<file path="config.mk">
export PLATFORM = sky130hd
export DESIGN_NAME = sram_audio_reader_flat
export DESIGN_NICKNAME = d
export VERILOG_FILES = /design/src/rtl/sram_audio_reader_pkg.sv /design/src/rtl/sram_audio_reader_if.sv /design/src/rtl/sram_audio_reader_fifo.sv /design/src/rtl/sram_audio_reader.sv /design/src/flat_wrapper.sv
export SDC_FILE = /design/constraint.sdc
export NUM_CORES = 1
export LEC_CHECK = 0
export ABC_AREA = 1
export CAP_MARGIN = 10
export CELL_PAD_IN_SITES_DETAIL_PLACEMENT = 0
export CELL_PAD_IN_SITES_GLOBAL_PLACEMENT = 2
export CORE_ASPECT_RATIO = 0.6
export CORE_UTILIZATION = 35
export DETAILED_ROUTE_END_ITERATION = 6
export GPL_ROUTABILITY_DRIVEN = 0
export PLACE_DENSITY_LB_ADDON = 0.1
export SETUP_SLACK_MARGIN = 0.05
export SLEW_MARGIN = 30
export SYNTH_ARGS = -nofsm -noshare
export SYNTH_HDL_FRONTEND = slang
export SYNTH_SLANG_ARGS = --single-unit
</file>
<file path="constraint.sdc">
create_clock -name iCLK -period 5.93 [get_ports iCLK]
set_input_delay 0.8895 -clock iCLK [delete_from_list [all_inputs] [get_ports iCLK]]
set_output_delay 0.8895 -clock iCLK [all_outputs]
set_load 0.01 [all_outputs]
</file>
<file path="src/rtl/sram_audio_reader_pkg.sv">
// Shared types and constants for the SRAM playback reader.
package sram_audio_pkg;

  typedef enum logic [1:0] {
    IDLE  = 2'd0,
    FETCH = 2'd1,
    HOLD  = 2'd2,
    DRAIN = 2'd3
  } state_e;

  localparam int         SAMPLE_W  = 16;
  localparam logic [1:0] SRAM_BE_N = 2'b00;

endpackage

</file>
<file path="src/rtl/sram_audio_reader_if.sv">
// Read-side bus between the playback reader and the 16-bit SRAM controller.
interface sram_audio_reader_if #(
  parameter int ADDR_W = 18
);
  import sram_audio_pkg::*;

  logic [ADDR_W-1:0]   oSRAM_ADDR;
  logic                oSRAM_CE_N;
  logic                oSRAM_OE_N;
  logic                oSRAM_WE_N;
  logic [1:0]          oSRAM_BE_N;
  logic [SAMPLE_W-1:0] iSRAM_DATA;

  modport master (
    output oSRAM_ADDR,
    output oSRAM_CE_N,
    output oSRAM_OE_N,
    output oSRAM_WE_N,
    output oSRAM_BE_N,
    input  iSRAM_DATA
  );

  modport slave (
    input  oSRAM_ADDR,
    input  oSRAM_CE_N,
    input  oSRAM_OE_N,
    input  oSRAM_WE_N,
    input  oSRAM_BE_N,
    output iSRAM_DATA
  );

endinterface

</file>
<file path="src/rtl/sram_audio_reader_fifo.sv">
// Synchronous sample FIFO; DEPTH must be a power of two (>= 2) so the pointers wrap naturally.
module audio_sample_fifo
  import sram_audio_pkg::*;
#(
  parameter int DEPTH = 4,
  parameter int CNT_W = $clog2(DEPTH) + 1
) (
  input  logic                clk,
  input  logic                rst,
  input  logic                push,
  input  logic                pop,
  input  logic                flush,
  input  logic [SAMPLE_W-1:0] wdata,
  output logic [SAMPLE_W-1:0] rdata,
  output logic [CNT_W-1:0]    count,
  output logic                full,
  output logic                empty
);

  localparam int PTR_W = (DEPTH > 1) ? $clog2(DEPTH) : 1;

  logic [SAMPLE_W-1:0] mem_q [DEPTH];
  logic [SAMPLE_W-1:0] mem_d [DEPTH];
  logic [PTR_W-1:0]    wr_ptr_q, wr_ptr_d;
  logic [PTR_W-1:0]    rd_ptr_q, rd_ptr_d;
  logic [CNT_W-1:0]    count_q, count_d;
  logic                do_push, do_pop;

  assign full    = (count_q == CNT_W'(DEPTH));
  assign empty   = (count_q == '0);
  assign count   = count_q;
  assign rdata   = mem_q[rd_ptr_q];
  assign do_push = push && !full;
  assign do_pop  = pop && !empty;

  always_comb begin
    mem_d    = mem_q;
    wr_ptr_d = wr_ptr_q;
    rd_ptr_d = rd_ptr_q;
    count_d  = count_q;
    if (flush) begin
      wr_ptr_d = '0;
      rd_ptr_d = '0;
      count_d  = '0;
    end else begin
      if (do_push) begin
        mem_d[wr_ptr_q] = wdata;
        wr_ptr_d        = wr_ptr_q + 1'b1;
      end
      if (do_pop) begin
        rd_ptr_d = rd_ptr_q + 1'b1;
      end
      count_d = count_q + CNT_W'(do_push) - CNT_W'(do_pop);
    end
  end

  always_ff @(posedge clk or posedge rst) begin
    if (rst) begin
      for (int i = 0; i < DEPTH; i++) begin
        mem_q[i] <= '0;
      end
      wr_ptr_q <= '0;
      rd_ptr_q <= '0;
      count_q  <= '0;
    end else begin
      mem_q    <= mem_d;
      wr_ptr_q <= wr_ptr_d;
      rd_ptr_q <= rd_ptr_d;
      count_q  <= count_d;
    end
  end

endmodule

</file>
<file path="src/rtl/sram_audio_reader.sv">
// Walks an SRAM address window, buffers one 16-bit PCM sample per read and serves DAC requests.
//   state | meaning
//   IDLE  | stopped, SRAM deselected, FIFO empty
//   FETCH | read cycle in progress, CE_N/OE_N low
//   HOLD  | FIFO full, waiting for room before the next read
//   DRAIN | window finished without loop, emptying FIFO
module sram_audio_reader
  import sram_audio_pkg::*;
#(
  parameter int                ADDR_W     = 18,
  parameter logic [ADDR_W-1:0] START_ADDR = 18'h00000,
  parameter logic [ADDR_W-1:0] END_ADDR   = 18'h3FFFF,
  parameter int                RD_WAIT    = 2,
  parameter int                FIFO_DEPTH = 4
) (
  input  logic                iCLK,
  input  logic                iRST,
  input  logic                iSTART,
  input  logic                iSTOP,
  input  logic                iLOOP,
  input  logic                iSAMPLE_REQ,
  output logic [SAMPLE_W-1:0] oSAMPLE,
  output logic                oSAMPLE_VALID,
  output logic                oUNDERRUN,
  output logic                oBUSY,
  sram_audio_reader_if.master sram
);

  localparam int                WAIT_W    = (RD_WAIT > 1) ? $clog2(RD_WAIT) : 1;
  localparam logic [WAIT_W-1:0] WAIT_LOAD = WAIT_W'(RD_WAIT - 1);
  localparam int                CNT_W     = $clog2(FIFO_DEPTH) + 1;
  localparam logic [CNT_W-1:0]  DEPTH_C   = CNT_W'(FIFO_DEPTH);

  state_e              state_q, state_d;
  logic [ADDR_W-1:0]   addr_q, addr_d;
  logic [WAIT_W-1:0]   wait_q, wait_d;
  logic                ce_n_q, ce_n_d;
  logic [SAMPLE_W-1:0] sample_q, sample_d;
  logic                valid_q, valid_d;
  logic                underrun_q, underrun_d;

  logic                capture, push, pop;
  logic [SAMPLE_W-1:0] fifo_rdata;
  logic [CNT_W-1:0]    fifo_count, occ_next;
  logic                fifo_full, fifo_empty;

  // Read data is taken on the terminal count of the per-read down-counter.
  assign capture  = (state_q == FETCH) && (wait_q == '0);
  assign push     = capture && !iSTOP && !fifo_full;
  assign pop      = iSAMPLE_REQ && !fifo_empty && !iSTOP;
  assign occ_next = fifo_count + CNT_W'(push) - CNT_W'(pop);

  audio_sample_fifo #(
    .DEPTH (FIFO_DEPTH),
    .CNT_W (CNT_W)
  ) u_fifo (
    .clk   (iCLK),
    .rst   (iRST),
    .push  (push),
    .pop   (pop),
    .flush (iSTOP),
    .wdata (sram.iSRAM_DATA),
    .rdata (fifo_rdata),
    .count (fifo_count),
    .full  (fifo_full),
    .empty (fifo_empty)
  );

  always_ff @(posedge iCLK or posedge iRST) begin
    if (iRST) begin
      state_q <= IDLE;
    end else begin
      state_q <= state_d;
    end
  end

  always_comb begin
    state_d = state_q;
    addr_d  = addr_q;
    wait_d  = wait_q;
    if (iSTOP) begin
      state_d = IDLE;
    end else begin
      unique case (state_q)
        IDLE: begin
          if (iSTART) begin
            state_d = FETCH;
            addr_d  = START_ADDR;
            wait_d  = WAIT_LOAD;
          end
        end
        FETCH: begin
          if (capture) begin
            if ((addr_q == END_ADDR) && !iLOOP) begin
              state_d = DRAIN;
            end else begin
              addr_d  = (addr_q == END_ADDR) ? START_ADDR : addr_q + 1'b1;
              wait_d  = WAIT_LOAD;
              state_d = (occ_next < DEPTH_C) ? FETCH : HOLD;
            end
          end else begin
            wait_d = wait_q - 1'b1;
          end
        end
        HOLD: begin
          if (occ_next < DEPTH_C) begin
            state_d = FETCH;
            wait_d  = WAIT_LOAD;
          end
        end
        DRAIN: begin
          if (fifo_empty) begin
            state_d = IDLE;
          end
        end
        default: state_d = IDLE;
      endcase
    end
  end

  // An empty-FIFO request only counts as underrun while playback is still fetching.
  always_comb begin
    ce_n_d     = (state_d != FETCH);
    sample_d   = pop ? fifo_rdata : '0;
    valid_d    = iSAMPLE_REQ;
    underrun_d = iSAMPLE_REQ && fifo_empty && !iSTOP
                 && ((state_q == FETCH) || (state_q == HOLD));
  end

  always_ff @(posedge iCLK or posedge iRST) begin
    if (iRST) begin
      addr_q     <= START_ADDR;
      wait_q     <= WAIT_LOAD;
      ce_n_q     <= 1'b1;
      sample_q   <= '0;
      valid_q    <= 1'b0;
      underrun_q <= 1'b0;
    end else begin
      addr_q     <= addr_d;
      wait_q     <= wait_d;
      ce_n_q     <= ce_n_d;
      sample_q   <= sample_d;
      valid_q    <= valid_d;
      underrun_q <= underrun_d;
    end
  end

  assign oSAMPLE         = sample_q;
  assign oSAMPLE_VALID   = valid_q;
  assign oUNDERRUN       = underrun_q;
  assign oBUSY           = (state_q != IDLE);
  assign sram.oSRAM_ADDR = addr_q;
  assign sram.oSRAM_CE_N = ce_n_q;
  assign sram.oSRAM_OE_N = ce_n_q;
  assign sram.oSRAM_WE_N = 1'b1;
  assign sram.oSRAM_BE_N = SRAM_BE_N;

endmodule

</file>
<file path="src/flat_wrapper.sv">
// flat-port wrapper written by rule: the top's interface ports become plain ports
module sram_audio_reader_flat import sram_audio_pkg::*;
#(
  parameter int                ADDR_W     = 18,
  parameter logic [ADDR_W-1:0] START_ADDR = 18'h00000,
  parameter logic [ADDR_W-1:0] END_ADDR   = 18'h3FFFF,
  parameter int                RD_WAIT    = 2,
  parameter int                FIFO_DEPTH = 4
)
  (iCLK, iRST, iSTART, iSTOP, iLOOP, iSAMPLE_REQ, oSAMPLE, oSAMPLE_VALID, oUNDERRUN, oBUSY, sram_oSRAM_ADDR, sram_oSRAM_CE_N, sram_oSRAM_OE_N, sram_oSRAM_WE_N, sram_oSRAM_BE_N, sram_iSRAM_DATA);
  sram_audio_reader_if #(.ADDR_W(ADDR_W)) sram_i ();
  input  logic iCLK;
  input  logic iRST;
  input  logic iSTART;
  input  logic iSTOP;
  input  logic iLOOP;
  input  logic iSAMPLE_REQ;
  output logic [SAMPLE_W-1:0] oSAMPLE;
  output logic oSAMPLE_VALID;
  output logic oUNDERRUN;
  output logic oBUSY;
  output wire logic [$bits(sram_i.oSRAM_ADDR)-1:0] sram_oSRAM_ADDR;
  output wire logic [$bits(sram_i.oSRAM_CE_N)-1:0] sram_oSRAM_CE_N;
  output wire logic [$bits(sram_i.oSRAM_OE_N)-1:0] sram_oSRAM_OE_N;
  output wire logic [$bits(sram_i.oSRAM_WE_N)-1:0] sram_oSRAM_WE_N;
  output wire logic [$bits(sram_i.oSRAM_BE_N)-1:0] sram_oSRAM_BE_N;
  input wire logic [$bits(sram_i.iSRAM_DATA)-1:0] sram_iSRAM_DATA;
  assign sram_oSRAM_ADDR = sram_i.oSRAM_ADDR;
  assign sram_oSRAM_CE_N = sram_i.oSRAM_CE_N;
  assign sram_oSRAM_OE_N = sram_i.oSRAM_OE_N;
  assign sram_oSRAM_WE_N = sram_i.oSRAM_WE_N;
  assign sram_oSRAM_BE_N = sram_i.oSRAM_BE_N;
  assign sram_i.iSRAM_DATA = sram_iSRAM_DATA;
  sram_audio_reader #(.ADDR_W(ADDR_W), .START_ADDR(START_ADDR), .END_ADDR(END_ADDR), .RD_WAIT(RD_WAIT), .FIFO_DEPTH(FIFO_DEPTH)) u_core (.iCLK(iCLK), .iRST(iRST), .iSTART(iSTART), .iSTOP(iSTOP), .iLOOP(iLOOP), .iSAMPLE_REQ(iSAMPLE_REQ), .oSAMPLE(oSAMPLE), .oSAMPLE_VALID(oSAMPLE_VALID), .oUNDERRUN(oUNDERRUN), .oBUSY(oBUSY), .sram(sram_i));
endmodule
</file>
Word level (Yosys, flattened, before mapping)
Index checks and enable logic that the tools add are counted.
- add/subtract/negate cells: 8
- order comparisons: 4
- equality and inequality tests: 11
- muxes and demuxes: 30
- bitwise gates (word level): 4
- reduce and logical (&&, ||, !) cells: 27
- operators by type and width (operator ; count):
    two-way mux 18 bit ; 4
    bitwise mux 64 bit ; 1
    two-way mux 16 bit ; 4
    case mux 18 bit (2 select lines) ; 1
    binary-select mux 16 bit (select 2 bit) ; 1
    demux 16 bit (select 2 bit) ; 1
    two-way mux 2 bit ; 11
    adder 18 x 1 -> 18 bit, second input constant ; 1
    == test 18 bit, second input constant ; 1
    logical AND 1 bit ; 12
    AND reduction 5 bit ; 2
    case mux 2 bit (4 select lines) ; 1
    nonzero test 2 bit ; 4
    adder 3 x 1 -> 3 bit ; 2
    greater-or-equal comparator 3 bit, second input constant ; 2
    inequality test 2 x 1 -> 1 bit, second input constant ; 3
    NOT 2 -> 3 bit ; 2
    subtractor 3 x 1 -> 3 bit ; 2
    adder 2 x 1 -> 2 bit, second input constant ; 2
    == test 2 bit, second input constant ; 2
    zero test 1 bit ; 4
    two-way mux 1 bit ; 4
    inequality test 2 bit, second input constant ; 2
    == test 3 bit, second input constant ; 1
    other kinds (13) ; 14
- bits in registers: 111
- output and inout port bits: 42

Depth between registers and ports, before layout
Gate-level depths: netlist of the first run.
- word-level depth: 13
- mapped depth: 17
- mapped depth without buffers: 17

By module
A second synthesis of the first run with hierarchy kept.
- cell total of the unflattened synthesis: 745
- area total of the unflattened synthesis: 5838.1 µm²
- by module, submodules not included (module ; instances ; cells each ; area each (µm²) ; seq. area each (µm²)):
    audio_sample_fifo ; 1 ; 433 ; 3484.6 ; 1776.7
    sram_audio_reader ; 1 ; 312 ; 2353.5 ; 1003.5

Worst setup path after synthesis of the first run
OpenSTA, ideal clock, no wires.
- path kind: input -> register
- start: input port iSTOP
- end: register u_core.u_fifo.count_q[2] (netlist: u_core.u_fifo.count[2])
- setup time: 0.123 ns
- data arrival time: 2.333 ns
- data required time: 5.807 ns
- path slack: 3.474 ns
- stages on the path: 8
- path buffers: 0
- cells stage by stage: nor3_4 -> nand2_4 -> ha_1 -> inv_1 -> ha_1 -> fa_1 -> o21ai_0 -> a21oi_1
- word-level cells in the longest chain between the ends: 7
- elaborated cells on any way between the ends: 9
- RTL lines (what ; RTL line ; RTL):
    from (decl) ; flat_wrapper.sv:15 ; input logic iSTOP;
    zero test 1 bit ; sram_audio_reader.sv:49, sram_audio_reader.sv:50 ;
    logical AND 1 bit (2 in series) ; sram_audio_reader.sv:49 ; assign push = capture && !iSTOP && !fifo_full;
    logical AND 1 bit ; sram_audio_reader_fifo.sv:33 ; assign do_push = push && !full;
    adder 3 x 1 -> 3 bit ; sram_audio_reader_fifo.sv:53 ; count_d = count_q + CNT_W'(do_push) - CNT_W'(do_pop);
    subtractor 3 x 1 -> 3 bit ; sram_audio_reader_fifo.sv:53 ;
    two-way mux 3 bit * ; sram_audio_reader_fifo.sv:41 ; if (flush) begin
    via u_core.u_fifo.count_d[2] ; sram_audio_reader_fifo.sv:26 ; logic [CNT_W-1:0] count_q, count_d;
    to (signal assigned) ; sram_audio_reader_fifo.sv:69 ; count_q <= count_d;
    to (decl) ; sram_audio_reader_fifo.sv:26 ;
Mark *: on every way through the listed nets, which the timed path passes. The rest lies on a longest branch.
A chain may end at the register's enable or synchronous reset.

Worst setup path after layout of the first run
- start: register u_core.state_q[1]
- end: register u_core.u_fifo.count_q[2] (netlist: u_core.u_fifo.count[2])
- word-level cells in the longest chain between the ends: 8
- RTL lines (what ; RTL line ; RTL):
    from (decl) ; sram_audio_reader.sv:34 ; state_e state_q, state_d;
    from (signal assigned) ; sram_audio_reader.sv:73 ; state_q <= state_d;
    == test 2 x 1 -> 1 bit ; sram_audio_reader.sv:48 ; assign capture = (state_q == FETCH) && (wait_q == '0);
    logical AND 1 bit ; sram_audio_reader.sv:48 ;
    logical AND 1 bit (2 in series) ; sram_audio_reader.sv:49 ;
    logical AND 1 bit ; sram_audio_reader_fifo.sv:33 ;
    adder 3 x 1 -> 3 bit ; sram_audio_reader_fifo.sv:53 ;
    subtractor 3 x 1 -> 3 bit ; sram_audio_reader_fifo.sv:53 ;
    two-way mux 3 bit ; sram_audio_reader_fifo.sv:41 ;
    via u_core.u_fifo.count_d[2] ; sram_audio_reader_fifo.sv:26 ;
The timed path passes the listed nets, and every way through them passes these cells.

==> reports/metrics.yaml, run 1 <==
global_routing:
  track_usage: 0.1688
  grt_pass1_vias: 3828
  grt_pass1_wl_mm: 20.87
  grt_start_max_net_pins: 74
  overflow: 0
  grt_antenna_before_repair: 0
sta:
  relSlewSlack: 0.4934
  finalMaxSlewViolations: 0
  setup_tns_ps: 0
  setup_violations: 0
  finalCritPeriodShare: 0.5255
  worst_pin_slew_ps: 759.0
  fmax_mhz: 320.9
  min_period_ps: 3116
  rsz0062_at_grt: "no"
  timing_hold_violations_final: 0
  clock-skew-final_ps: 12.76
critical_path:
  critPathMaxFanout: 14
  critPathLaunchType: "register"
  criticalPathCategory: "register to register"
  crit_path_top_delay_cell: "ha_1"
  cp.required_ps: 6170
  cpMostUsedCell: "ha_1"
  critPathMaxStageDelay_ps: 600
  critPathCaptureType: "register"
  worstPathCellList: "inv_1 > ha_1 > inv_2 > nor3_4 > nand2_4 > ha_1 > inv_1 > ha_1 > fa_1 > o21ai_0 > a21oi_1"
  worstPathArrival_ps: 3360
floorplan:
  die-area_um2: 16020
  rows: 34
  pin_count: 64
  die-height_um: 98.45
  die-width_um: 162.8
  core_area_um2: 14800
  start_util: 0.3665
placement:
  post-dp-hpwl_mm: 8.366
  io_buffer_count: 60
yosys:
  ys.warnings.count: 0
  syn_area_um2: 5426
  yosys_register_bits: 111
  synthCells: 611
  synth_area_leaders: "dfrtp_1 (50%), nand2_1 (8.9%), o21ai_0 (6.5%)"
  yosysTopAreaCellShare: 0.5027
  yosysSeqAreaShare: 0.5123
  synthArstFlopShare: 1.000
  synth_edf_count: 0
  synth_flop_cell: "dfrtp_1"
  synth.avg_cell_area_um2: 8.881
  ys_types: 32
  yosys.area.top_type: "dfrtp_1"
power_and_ir_drop:
  p_sw_w: 0.0007333
  peakVddDrop_v: 0.0001464
  p_int_w: 0.001392
  finalPower_w: 0.002125
  powerDensity_nw_per_um2: 329.3
  pwr-share-clk: 0.274
  leakage_nw: 2.886
  p_comb_frac: 0.258
  switching_share: 0.3450
  seqPwrFrac: 0.468
detailed_routing:
  routedWlPerCell_um: 14.83
  routed_wl_mm: 12.77
  drt-pass1-iter-count: 5
  num_vias: 4149
  route.detailed.drc: 0
  drt_iter0_drc: 345
  vias_per_cell: 4.819
  antenna_left: 0
cts:
  cts_tree: "yes"
  clk_transition_reported_paths_ps: 80
  clock_latency_ps: 350
  cts_sinks: 111
  post_cts_resized: 0
  cts_setup_buffers: 0
  ctsRootBufferMaster: "clkbuf_16"
  cts_hold_buffers: 0
  clockBufferDepth: 2
  cts_max_level: 3
  cts_made_buffers: 9
layout:
  final_nets: 696
  post_route_cells_drive_above_1_share: 0.07240
  n_fill_cell: 1457
  final_util: 0.4360
  syn2layout_area_growth_pct: 18.95
  antenna_cells: 0
flow_run:
  maxCapViolCount: 0
run_status:
  outcome: "complete, no violations"
worst_hold_path:
  min_path_type: "register to register"
-- cells in the final DEF (no fill, tap or decap) --
cell type,count
nand2_4,1
dfrtp_1,108
o211ai_1,15
nor2_2,2
nand3_1,22
clkinv_4,3
dfstp_2,2
a31oi_1,1
clkdlybuf4s50_1,60
or2_2,2
inv_8,1
o21bai_1,2
inv_1,76
ha_1,14
inv_2,2
o21ai_0,70
nand2_1,128
xor2_1,6
clkinvlp_4,1
nor2_4,3
nor2_1,33
nand2_2,1
mux2_1,18
clkbuf_16,9
fa_1,1
nor3_4,1
dfrtp_4,1
buf_4,3
nand3b_1,1
nor3_1,4
a21oi_1,39
inv_6,2
a211oi_1,1
nand4_1,11
mux2_2,14
o21ai_1,2
conb_1,3
-- flip-flops by register name (all words and copies together), names as in the netlist --
signal	flops
u_core.u_fifo.rd_ptr_q	2
u_core.u_fifo.count	3
u_core.oSAMPLE	16
u_core.sram.oSRAM_ADDR	18
u_core.wait_q	1
u_core.u_fifo.mem_q	64
u_core.sram.oSRAM_CE_N	1
u_core.u_fifo.wr_ptr_q	2
u_core.oUNDERRUN	1
u_core.state_q	2
u_core.oSAMPLE_VALID	1
-- per-stage QoR --
step	cell area (um^2)	hold WS, ps	std cells	setup slack [ps]
2_1_floorplan	5430	452.4	612	2113
3_3_place_gp	6163	461.4	846	2602
3_5_place_dp	6171	469.5	846	2455
4_1_cts	6450	487.9	861	2804
5_1_grt	6455	502.6	861	2613
6_report	6455	484.8	861	2814
-- Yosys cell counts, types with 4 or more instances --
| master | count |
|---|---|
| nand2_1 | 129 |
| dfrtp_1 | 109 |
| inv_1 | 77 |
| o21ai_0 | 70 |
| a21oi_1 | 39 |
| nor2_1 | 34 |
| nand3_1 | 22 |
| mux2_1 | 18 |
| o211ai_1 | 15 |
| ha_1 | 14 |
| mux2_2 | 14 |
| clkbuf_1 | 13 |
| nand4_1 | 11 |
| buf_2 | 7 |
| xor2_1 | 6 |
| buf_4 | 5 |
| nor3_1 | 4 |
-- metal layers --
metal  vias up  global-route usage  share of wire  wire length (um)
met4         0             0.03235         0.0067                85
met1      1981              0.2739           0.55              7027
met3         6             0.03577          0.045               573
met5         -                   0              0                 0
li1       2075                   -              -                 -
met2        87              0.2255           0.40              5085
-- power groups by stage --
stage,Clock [W],Sequential (W),Combinational [W]
after floorplan,0,0.000961,0.000402
after global placement,0,0.00100,0.000544
after detailed placement,0,0.00101,0.000548
after CTS,0.000604,0.000994,0.000552
after global routing,0.000634,0.00102,0.000625
final,0.000583,0.000995,0.000547
-- cells by family (layout without fill, tap and decap cells) --
logic type / after synthesis / after routing / share of synthesized area
XOR/XNOR: 6 / 6 / 0.009684
buffers and inverters: 106 / 157 / 0.08116
other: 2 / 3 / 0.001384
flip-flops: 111 / 111 / 0.5123
multiplexers: 32 / 32 / 0.06640
AO/OA/AOI/OAI: 130 / 130 / 0.1284
AND/OR/NAND/NOR: 209 / 209 / 0.1646
adder cells (fa/ha/maj): 15 / 15 / 0.03597
-- worst max-delay path, delay by kind of cell (launching register included) --
kind | cells | cell delay, ps
fa+ha+maj | 4 | 1540
buf+inv | 3 | 410
simple gates | 2 | 390
compound gates | 2 | 220
flops | 1 | 430
-- final cells by class --
class | instances | area (um^2) | area share
Clock buffer | 9 | 225.2 | 0.03489
Tap cell | 198 | 247.7 | 0.03838
Sequential cell | 111 | 2784 | 0.4313
Multi-Input combinational cell | 395 | 2220 | 0.3439
Timing Repair Buffer | 63 | 623.1 | 0.09653
Clock inverter | 6 | 53.80 | 0.008335
Inverter | 79 | 301.5 | 0.04671
-- worst paths after layout --
kind | startpoint | slack [ps] | end | cells after the start
worst max-delay path | u_core.state_q[1] | 2810 | u_core.u_fifo.count[2] | 11
worst min-delay path | u_core.u_fifo.mem_q[55] | 480 | u_core.u_fifo.mem_q[55] | 1
worst max register to register | u_core.state_q[1] | 2810 | u_core.u_fifo.count[2] | 11
worst min register to register | u_core.u_fifo.mem_q[55] | 480 | u_core.u_fifo.mem_q[55] | 1
max in group asynchronous | iRST | 3870 | u_core.oSAMPLE[1] | 3
min in group asynchronous | iRST | 1010 | u_core.sram.oSRAM_ADDR[14] | 2
(Power assumes the default switching activity.)
==> inputs of run 2 (changes only) <==
- CORE_UTILIZATION: 35 -> 31
- clock period: 5.93 -> 2.8 ns (I/O delays scaled with it)
==> reports/metrics.yaml, run 2 (same netlist as run 1, synthesis figures left out) <==
detailed_routing:
  num_vias: 4239  # was 4149
  drt_iter0_drc: 251  # was 345
  route.detailed.drc: 0  # unchanged
  routedWlPerCell_um: 14.60  # was 14.83 um
  routed_wl_mm: 13.31  # was 12.77 mm
  drt-pass1-iter-count: 4  # was 5
  antenna_left: 0  # unchanged
  vias_per_cell: 4.648  # was 4.819
placement:
  placed_area_um2: 6352  # was 6171 um^2
  io_buffer_count: 60  # unchanged
  post-place-ws_ps: 242.6  # was 2455 ps
  post-dp-hpwl_mm: 9.179  # was 8.366 mm
layout:
  syn2layout_area_growth_pct: 22.62  # was 18.95%
  largest_reg_flops: 64  # unchanged
  post_route_cells_drive_above_1_share: 0.09145  # was 0.07240
  seq_area_um2: 2781  # was 2784 um^2
  multi_input_area_um2: 2212  # was 2220 um^2
  design_area_um2: 6654  # was 6455 um^2
  antenna_cells: 0  # unchanged
  final_nets: 710  # was 696
  most-common-layout-cells: "nand2_1 (129), dfrtp_1 (108), inv_1 (76), o21ai_0 (70), clkdlybuf4s50_1 (60)"  # was nand2_1 (128), dfrtp_1 (108), inv_1 (76), o21ai_0 (70), clkdlybuf4s50_1 (60)
  layout_commonest_cell: "nand2_1"  # unchanged
  largest-register: "u_core.u_fifo.mem_q"  # unchanged
  n_fill_cell: 1774  # was 1457
critical_path:
  critPathMaxFanout: 8  # was 14
  cp.required_ps: 3040  # was 6170 ps
  criticalPathCategory: "register to register"  # unchanged
  critPathCaptureType: "register"  # unchanged
  worstPathArrival_ps: 2670  # was 3360 ps
  critPathLaunchType: "register"  # unchanged
  r2r_slack_ps: 370  # was 2810 ps
sta:
  whs_ps: 488.7  # was 484.8 ps
  setup_tns_ps: 0  # unchanged
  finalCritPeriodShare: 0.8678  # was 0.5255
  setup_violations: 0  # unchanged
  worst_pin_slew_ps: 723.5  # was 759.0 ps
  timing_hold_violations_final: 0  # unchanged
  finalMaxSlewViolations: 0  # unchanged
  setup_slack_ps: 370.1  # was 2814 ps
  fmax_mhz: 411.5  # was 320.9 MHz
  min_period_ps: 2430  # was 3116 ps
  relSlewSlack: 0.5167  # was 0.4934
  clock-skew-final_ps: 8.714  # was 12.76 ps
  rsz0062_at_grt: "no"  # unchanged
floorplan:
  die-area_um2: 18060  # was 16020 um^2
  pin_count: 64  # unchanged
  die-height_um: 104.5  # was 98.45 um
  core_area_um2: 17130  # was 14800 um^2
  rows: 37  # was 34
  start_util: 0.3168  # was 0.3665
  die-width_um: 172.8  # was 162.8 um
cts:
  cts_setup_buffers: 0  # unchanged
  cts_max_level: 3  # unchanged
  cts_tree: "yes"  # unchanged
  cts_hold_buffers: 0  # unchanged
  clock_latency_ps: 350  # about the same
  clockBufferDepth: 2  # unchanged
  clk_transition_reported_paths_ps: 80  # about the same
  post_cts_resized: 0  # unchanged
  cts_sinks: 111  # unchanged
  ctsRootBufferMaster: "clkbuf_16"  # unchanged
  cts_made_buffers: 9  # unchanged
power_and_ir_drop:
  leakage_nw: 2.980  # was 2.886 nW
  powerDensity_nw_per_um2: 700.4  # was 329.3 nW/um^2
  pwr-share-clk: 0.280  # was 0.274
  p_int_w: 0.003043  # was 0.001392 W
  p_comb_frac: 0.272  # was 0.258
  switching_share: 0.3470  # was 0.3450
  peakVddDrop_v: 0.0002711  # was 0.0001464 V
  finalPower_w: 0.004660  # was 0.002125 W
  p_sw_w: 0.001617  # was 0.0007333 W
  seqPwrFrac: 0.447  # was 0.468
global_routing:
  grt_pass1_wl_mm: 22.20  # was 20.87 mm
  grt_antenna_before_repair: 0  # unchanged
  track_usage: 0.1578  # was 0.1688
  overflow: 0  # unchanged
  grt_start_max_net_pins: 41  # was 74
  grt_pass1_vias: 4144  # was 3828
worst_hold_path:
  min_path_type: "register to register"  # unchanged
flow_run:
  maxCapViolCount: 0  # unchanged
run_status:
  outcome: "complete, no violations"  # unchanged
==> run 2: cell types whose count changed in the layout (fill, tap and decap cells not counted), sizes merged <==
cell	previous run	this run
clkbuf	9	10
buf	3	17
inv	81	82
clkinv	3	2
==> run 2: routing by layer <==
layer / vias up / part of all wire / wire (um) / global-route usage
met1: 2041 / 0.55 / 7364 / 0.2458
met4: 0 / 0.0083 / 110 / 0.03413
met2: 78 / 0.40 / 5301 / 0.2189
met5: - / 0 / 0 / 0
li1: 2110 / - / - / -
met3: 10 / 0.040 / 537 / 0.03399
==> run 2: area by class of cell <==
| cell class | count | area share |
|---|---|---|
| flip-flops and latches | 111 | 0.4180 |
| inverters | 79 | 0.04513 |
| multi-input cells | 395 | 0.3325 |
| clock buffers | 10 | 0.03592 |
| clock inverters | 6 | 0.009402 |
| repair buffers | 77 | 0.1151 |
| well taps | 234 | 0.04400 |
==> run 2: path summary, 6_finish.rpt <==
kind,cells past startpoint,end,startpoint
hold reg to reg,1,u_core.u_fifo.mem_q[55],u_core.u_fifo.mem_q[55]
setup / recovery,11,u_core.u_fifo.count[2],u_core.state_q[1]
setup reg to reg,11,u_core.u_fifo.count[2],u_core.state_q[1]
max in group asynchronous,3,u_core.sram.oSRAM_CE_N,iRST
hold / removal,1,u_core.u_fifo.mem_q[55],u_core.u_fifo.mem_q[55]
min in group asynchronous,2,u_core.u_fifo.mem_q[3],iRST
==> run 2: per-stage QoR <==
stage,instances,util
after floorplan,612,-
after global placement,896,0.3709
after detailed placement,896,0.3709
after CTS,912,0.3885
after global routing,912,0.3885
final,912,0.3885
==> run 2: power groups by stage <==
stage	clock [W]	combinational, W	sequential [W]
after floorplan	0	0.000851	0.00204
after global placement	0	0.00127	0.00211
after detailed placement	0	0.00129	0.00212
after CTS	0.00136	0.00130	0.00208
after global routing	0.00143	0.00146	0.00212
final	0.00131	0.00127	0.00208
==> run 2: critical path, cell delays in order (launching register included) <==
cell and delay [ps]:
dfrtp_1 440, inv_1 120, ha_1 180, inv_2 110, nor3_4 200, nand2_4 60
ha_1 270, inv_1 40, ha_1 200, fa_1 410, o21ai_0 200, a21oi_1 70
==> inputs of run 3 (changes only) <==
- GPL_ROUTABILITY_DRIVEN: 0 -> unset
==> results of run 3 <==
The final DEF is identical to that of run 2; final timing and power are the same.
